--- config.mk ---
export PLATFORM = sky130hd
export DESIGN_NAME = lab_vector_sweeper
export DESIGN_NICKNAME = d
export VERILOG_FILES = /design/src/rtl/lab_vector_sweeper.sv
export SDC_FILE = /design/constraint.sdc
export NUM_CORES = 1
export LEC_CHECK = 0
export CORE_MARGIN = 8
export CORE_UTILIZATION = 43
export DETAILED_ROUTE_END_ITERATION = 16
export GPL_TIMING_DRIVEN = 0
export PLACE_DENSITY_LB_ADDON = 0.2
export SLEW_MARGIN = 20
export SYNTH_ARGS = -nofsm -noshare
export SYNTH_HDL_FRONTEND = slang
export SYNTH_SLANG_ARGS = --single-unit
--- constraint.sdc ---
create_clock -name clk -period 2.65 [get_ports clk]
set_input_delay 0.53 -clock clk [delete_from_list [all_inputs] [get_ports clk]]
set_output_delay 0.53 -clock clk [all_outputs]
set_load 0.02 [all_outputs]
--- src/rtl/lab_vector_sweeper.sv ---
// Purpose : sweeps every input code of a small lab DUT, checks resp against a truth table.
// Latency : each code is held DWELL cycles; start edge to done edge is DWELL*2^N_IN cycles.
// Backpr. : none; start is ignored while busy, and exp_table must stay static during a sweep.
module lab_vector_sweeper #(
   parameter int N_IN   = 4,
   parameter int N_OUT  = 2,
   parameter int DWELL  = 10,
   parameter int INVERT = 1,
   parameter int GRAY   = 0
) (
   input  logic                         clk,
   input  logic                         rst_n,
   input  logic                         start,
   input  logic [N_OUT*(2**N_IN)-1:0]   exp_table,
   input  logic [N_OUT-1:0]             resp,
   output logic [N_IN-1:0]              stim,
   output logic [N_IN-1:0]              code,
   output logic                         busy,
   output logic                         done,
   output logic [N_IN:0]                err_count,
   output logic                         first_err_valid,
   output logic [N_IN-1:0]              first_err_code
);

   // The dwell counter needs at least one bit even when DWELL is 1.
   localparam int                DC_W    = (DWELL > 1) ? $clog2(DWELL) : 1;
   localparam logic [DC_W-1:0]   DC_LAST = DC_W'(DWELL - 1);
   localparam logic [N_IN-1:0]   I_LAST  = '1;

   typedef enum logic [1:0] {
      S_IDLE = 2'd0,
      S_RUN  = 2'd1,
      S_DONE = 2'd2
   } state_t;

   // Step index to logical code: binary or reflected Gray order.
   function automatic logic [N_IN-1:0] to_code(input logic [N_IN-1:0] idx);
      return (GRAY != 0) ? (idx ^ (idx >> 1)) : idx;
   endfunction

   // Logical code to the physical value on the DUT input pins.
   function automatic logic [N_IN-1:0] to_stim(input logic [N_IN-1:0] c);
      return (INVERT != 0) ? ~c : c;
   endfunction

   state_t            state, state_n;
   logic [N_IN-1:0]   idx_q, idx_n;
   logic [DC_W-1:0]   dc_q, dc_n;
   logic [N_IN-1:0]   code_q, code_n;
   logic [N_IN-1:0]   stim_q, stim_n;
   logic [N_IN:0]     err_q, err_n;
   logic              fv_q, fv_n;
   logic [N_IN-1:0]   fc_q, fc_n;

   logic [N_OUT-1:0]  exp_entry;
   logic              sample;
   logic              mismatch;
   logic [N_IN-1:0]   code_next_step;

   // Expected response for the code currently on the pins.
   assign exp_entry = exp_table[int'(code_q) * N_OUT +: N_OUT];

   // Compare point is the last cycle of each dwell; X on resp counts as a mismatch.
   assign sample         = (state == S_RUN) && (dc_q == DC_LAST);
   assign mismatch       = sample && (resp !== exp_entry);
   assign code_next_step = to_code(idx_q + 1'b1);

   // Next-state and datapath update; every target defaults to holding its value.
   always_comb begin
      state_n = state;
      idx_n   = idx_q;
      dc_n    = dc_q;
      code_n  = code_q;
      stim_n  = stim_q;
      err_n   = err_q;
      fv_n    = fv_q;
      fc_n    = fc_q;

      case (state)
         S_IDLE, S_DONE: begin
            if (start) begin
               state_n = S_RUN;
               idx_n   = '0;
               dc_n    = '0;
               code_n  = to_code('0);
               stim_n  = to_stim(to_code('0));
               err_n   = '0;
               fv_n    = 1'b0;
               fc_n    = '0;
            end
         end

         S_RUN: begin
            dc_n = dc_q + 1'b1;
            if (mismatch) begin
               err_n = err_q + 1'b1;
               if (!fv_q) begin
                  fv_n = 1'b1;
                  fc_n = code_q;
               end
            end
            if (sample) begin
               if (idx_q == I_LAST) begin
                  // Last code checked: park on it, keep the counter where it is.
                  state_n = S_DONE;
                  dc_n    = dc_q;
               end else begin
                  idx_n  = idx_q + 1'b1;
                  dc_n   = '0;
                  code_n = code_next_step;
                  stim_n = to_stim(code_next_step);
               end
            end
         end

         default: begin
            state_n = S_IDLE;
         end
      endcase
   end

   // State and datapath registers; reset discards any sweep in progress.
   always_ff @(posedge clk) begin
      if (!rst_n) begin
         state  <= S_IDLE;
         idx_q  <= '0;
         dc_q   <= '0;
         code_q <= '0;
         stim_q <= to_stim('0);
         err_q  <= '0;
         fv_q   <= 1'b0;
         fc_q   <= '0;
      end else begin
         state  <= state_n;
         idx_q  <= idx_n;
         dc_q   <= dc_n;
         code_q <= code_n;
         stim_q <= stim_n;
         err_q  <= err_n;
         fv_q   <= fv_n;
         fc_q   <= fc_n;
      end
   end

   assign stim            = stim_q;
   assign code            = code_q;
   assign busy            = (state == S_RUN);
   assign done            = (state == S_DONE);
   assign err_count       = err_q;
   assign first_err_valid = fv_q;
   assign first_err_code  = fc_q;

endmodule

# Word level (Yosys, flattened, before mapping)
# Index checks and enable logic that the tools add are counted.
# op_classes
n_lt_le_gt_ge	0
eq_ne	12
bitwise_logic	1
mux	24
multipliers	0
div	0
n_addsub	3
reduce_logical	10
shifts	1
# ops
op	n
$mux W4	10
$pmux W4 S2	4
$shiftx A32 B6 Y2	1
$mux W5	2
$pmux W5 S2	1
$reduce_and A3 Y1	3
$add A4 B1 Y4 const B	2
$eq A4 B4 Y1 const B	2
$reduce_and A4 Y1	2
$mux W2	3
$ne A2 B1 Y1 const B	3
$ne A2 B2 Y1 const B	3
$add A5 B1 Y5 const B	1
$not A4 Y4	1
$pmux W2 S2	1
$ne A3 B3 Y1 const B	1
$eq A2 B1 Y1 const B	1
$eq A2 B2 Y1 const B	1
$logic_and A1 B1 Y1	2
$logic_not A2 Y1	1
$mux W1	2
$nex A2 B2 Y1	1
$pmux W1 S2	1
$reduce_bool A2 Y1	1
$reduce_or A2 Y1	1
# word_totals
memories	0
romBits	0
ramBits	0
latchBits	0
reg_bits	24

# Depth between registers and ports, before layout
# depth
depth_word	5
ltp_mapped	10

# Worst setup path after synthesis
# Ideal clock, no wire load.
# synth_timing
path_type	register -> register
from	register code_q[2] (netlist: code[2])
to	register fc_q[0] (netlist: first_err_code[0])
setup_slack_ns	0.278
arrival_ns	2.252
synth_period_minus_slack_ns	2.372
path_stages_with_launch	9
path_cell_list	dfxtp_1 > clkbuf_1 > mux4_2 > mux2i_1 > xnor2_1 > a31oi_2 > buf_6 > and3_1 > o31a_1
# synth_between
elab_chain_cells	5
# synth_lines
item	line_no	source
from (decl)	49	logic [N_IN-1:0] code_q, code_n;
from (signal assigned)	137	code_q <= code_n;
$shiftx A32 B6 Y2	61	assign exp_entry = exp_table[int'(code_q) * N_OUT +: N_OUT];
$nex A2 B2 Y1	65	assign mismatch = sample && (resp !== exp_entry);
$logic_and A1 B1 Y1	65	
$ne A2 B1 Y1 (no source line)	--	
$reduce_and A4 Y1 (no source line)	--	
to (signal assigned)	141	fc_q <= fc_n;
to (decl)	53	logic [N_IN-1:0] fc_q, fc_n;
# Every way passes these cells.
# A chain may end at the register's enable or synchronous reset.

# Final worst setup path
# layout_timing
from	register code_q[0] (netlist: code[0])
to	register fc_q[3] (netlist: first_err_code[3])
# The elaborated chain is that of the path after synthesis.

==> impl_metrics.ini <==
[setup_path]
crit_type = flop to flop
crit_path_start_kind = flop
worst_path_most_repeated_cell = mux2i_1
cp.required_ns = 2.84
cp.depth = 9
worstPathArrival_ns = 2.64
critPathBufInv = 2
regToRegSetupSlack_ns = 0.21
crit_path_cell_trace = buf_6 -> buf_12 -> mux2i_1 -> mux4_2 -> mux2i_1 -> xnor2_1 -> a31oi_2 -> o21ai_0 -> a32o_1
crit_family = compound AO/OA/AOI/OAI gates
worst-r2r-cell-count = 9
cpPeakStageDelay_ns = 0.46
cp_max_fo = 10
endpoint_kind = flop
r2r_start = code[0]
r2r_end = first_err_code[3]
cp-startpoint = code[0]
crit_path_end = first_err_code[3]
crit_slowest_cell = mux4_2

[die]
io_pins = 57
coreArea_mm2 = 0.00326
die_area_mm2 = 0.00544
die_h_um = 73.7
rows = 21
die_w_um = 73.7
initial_core_util_pct = 44.0

[cts]
postCtsSetupBuffers = 0
hold_buffers = 0
clk_pin_slew_worst_paths_ns = 0.12
cts.htree.levels = 1
cts.sinks = 24
clk-insertion-delay-late_ns = 0.29
cts_made_buffers = 3
ctsResizeCount = 0
clockRootBuffer = clkbuf_4
cts_tree = done
clk_path_buf_depth = 2

[logic_synthesis]
yosysWarnings = 0
synth_edf_count = 0
synth.distinct_cells = 35
syn-num-nets = 198
yosysSeqAreaShare_pct = 33.5
avgSynthCellArea_um2 = 9.13
async_reset_ff_share_pct = 0
syn_area_mm2 = 0.00143
synth_top_flop_cell = dfxtp_1
syn_inst = 157
ys_ff_latch = 24

[grt]
grt_max_degree = 13
grt-ovfl-total = 0
globalRouteMet2Util_pct = 26.0
antenna_found_initial = 0
grt_pass1_wl_um = 6350
use_met3_pct = 4.37
grt_pass1_vias = 1343
grt_busiest_layer = met2
met1_usage_pct = 16.0
grtUsageTotal_pct = 14.4

[routing]
viasPerCell = 5.14
finalWirelength_um = 3830
drtAntennaViolNets = 0
vias = 1336
drt_iter0_markers = 21
wl_per_cell_um = 14.7
drt_pass1_iterations = 4
drc = 0

[min_path]
hold_path.class = flop to flop

[pwr]
p_leak_nw = 0.738
power.density_mw_per_mm2 = 303
max-vdd-ir-drop_mv = 0.244

[place]
dp.cells = 258
hpwlAfterDp_um = 3130
gp_congestion = 0.807
numPortBuffers = 55

[timing]
slew_viol_final = 0
tns_ns = 0
slew_headroom_pct = 68.8
setup_viol = 0
worst_hold_slack_ns = 0.503
rsz0062_at_grt = false
hold_viol_final = 0
max_freq_ghz = 0.409
period_needed_ns = 2.44
final.setup_skew_ns = 0.00360
tightest_slew_ns = 0.468
finalCritPeriodShare_pct = 92.2

[cells_and_area]
final_common_cell = clkdlybuf4s50_1
syn_to_final_growth_pct = 43.7
layout_common_cells = clkdlybuf4s50_1, dfxtp_1, mux2i_1
fill_cells = 307
n_antenna_cell = 0
drive_gt1_share_pct = 6.07
nets = 257
final-instance-count-excl-fill = 260

[flow_run]
drv_cap = 0

[outcome]
outcome = finished clean
cells in the mapped netlist, drive strengths merged, types with 2 or more instances:
cell | count | share of area [%]
nand4 | 3 | 1.3
a21oi | 5 | 1.7
mux2i | 16 | 11
o21ai | 6 | 2.1
a32o | 3 | 2.1
nand3 | 8 | 2.8
inv | 2 | 0.52
nand2b | 4 | 1.7
buf | 3 | 3.0
nand3b | 2 | 1.0
nor2b | 11 | 4.8
xnor2 | 5 | 3.1
clkbuf | 9 | 2.4
o22ai | 2 | 0.87
and2 | 3 | 1.3
dfxtp | 24 | 34
nand2 | 15 | 3.9
ha | 4 | 3.5
nor2 | 9 | 2.4
and3 | 4 | 1.7
o21a | 2 | 1.0
mux4 | 4 | 6.3
a21boi | 2 | 1.0
sequential cells by signal, indices dropped and copies added, names as in the netlist:
register and cells:
dc_q 4, state 2, first_err_valid 1, stim 4, code 4, first_err_code 4, err_count 5
cell families (layout without fill, tap and decap cells):
group	count (synthesis)	count (layout)	synth area share, %
simple gates	64	64	23.7
compound gates	25	25	12.1
flops	24	24	33.5
mux	21	21	18.2
buf+inv	14	71	5.85
xor+xnor	5	5	3.05
fa+ha+maj	4	4	3.49
power breakdown:
part           internal (mW)  switching (mW)  leakage [nW]  total [mW]
clock                 0.0528          0.0942        0.0138       0.147
sequential             0.364         0.00290         0.194       0.367
combinational         0.0686          0.0412         0.530       0.110
worst min path at each step:
| stage | start | endpoint | cells after the start |
|---|---|---|---|
| finish | err_count[4] | err_count[4] | 2 |
| global route | err_count[4] | err_count[4] | 2 |
| floorplan | dc_q[0] | dc_q[0] | 2 |
| CTS | stim[3] | stim[3] | 2 |
| detailed placement | stim[3] | stim[3] | 2 |
| global placement | err_count[4] | err_count[4] | 2 |
metrics by stage:
stage          area [um2]  total power, mW  setup slack [ns]  util (%)
5_1_grt              2060            0.657            0.0111      63.2
2_1_floorplan        1430            0.418             0.278         -
4_1_cts              2060            0.631             0.157      63.4
6_report             2060            0.623             0.206      63.2
3_5_place_dp         2040            0.484           -0.0396      62.7
3_3_place_gp         2040            0.480           -0.0214      62.7
layer usage:
metal | wire length [um] | vias up
met4 | 21 | 0
met5 | 0 | -
met2 | 1790 | 43
met3 | 319 | 2
met1 | 1700 | 614
li1 | - | 677
worst register-to-register path, stage by stage (launching register included):
cell and delay [ns]:
dfxtp_1 0.39, buf_6 0.19, buf_12 0.15, mux2i_1 0.08, mux4_2 0.47, mux2i_1 0.18
xnor2_1 0.11, a31oi_2 0.26, o21ai_0 0.21, a32o_1 0.31
layout make-up:
class | instances | area (um2) | area share [%]
Multi-Input combinational cell | 119 | 870 | 42.2
Timing Repair Buffer | 55 | 551 | 26.7
Inverter | 2 | 7.51 | 0.364
Clock buffer | 3 | 22.5 | 1.09
Buffer | 11 | 72.6 | 3.52
Tap cell | 46 | 57.6 | 2.79
Sequential cell | 24 | 480 | 23.3
Note: power is estimated with default switching activity, not from simulation.
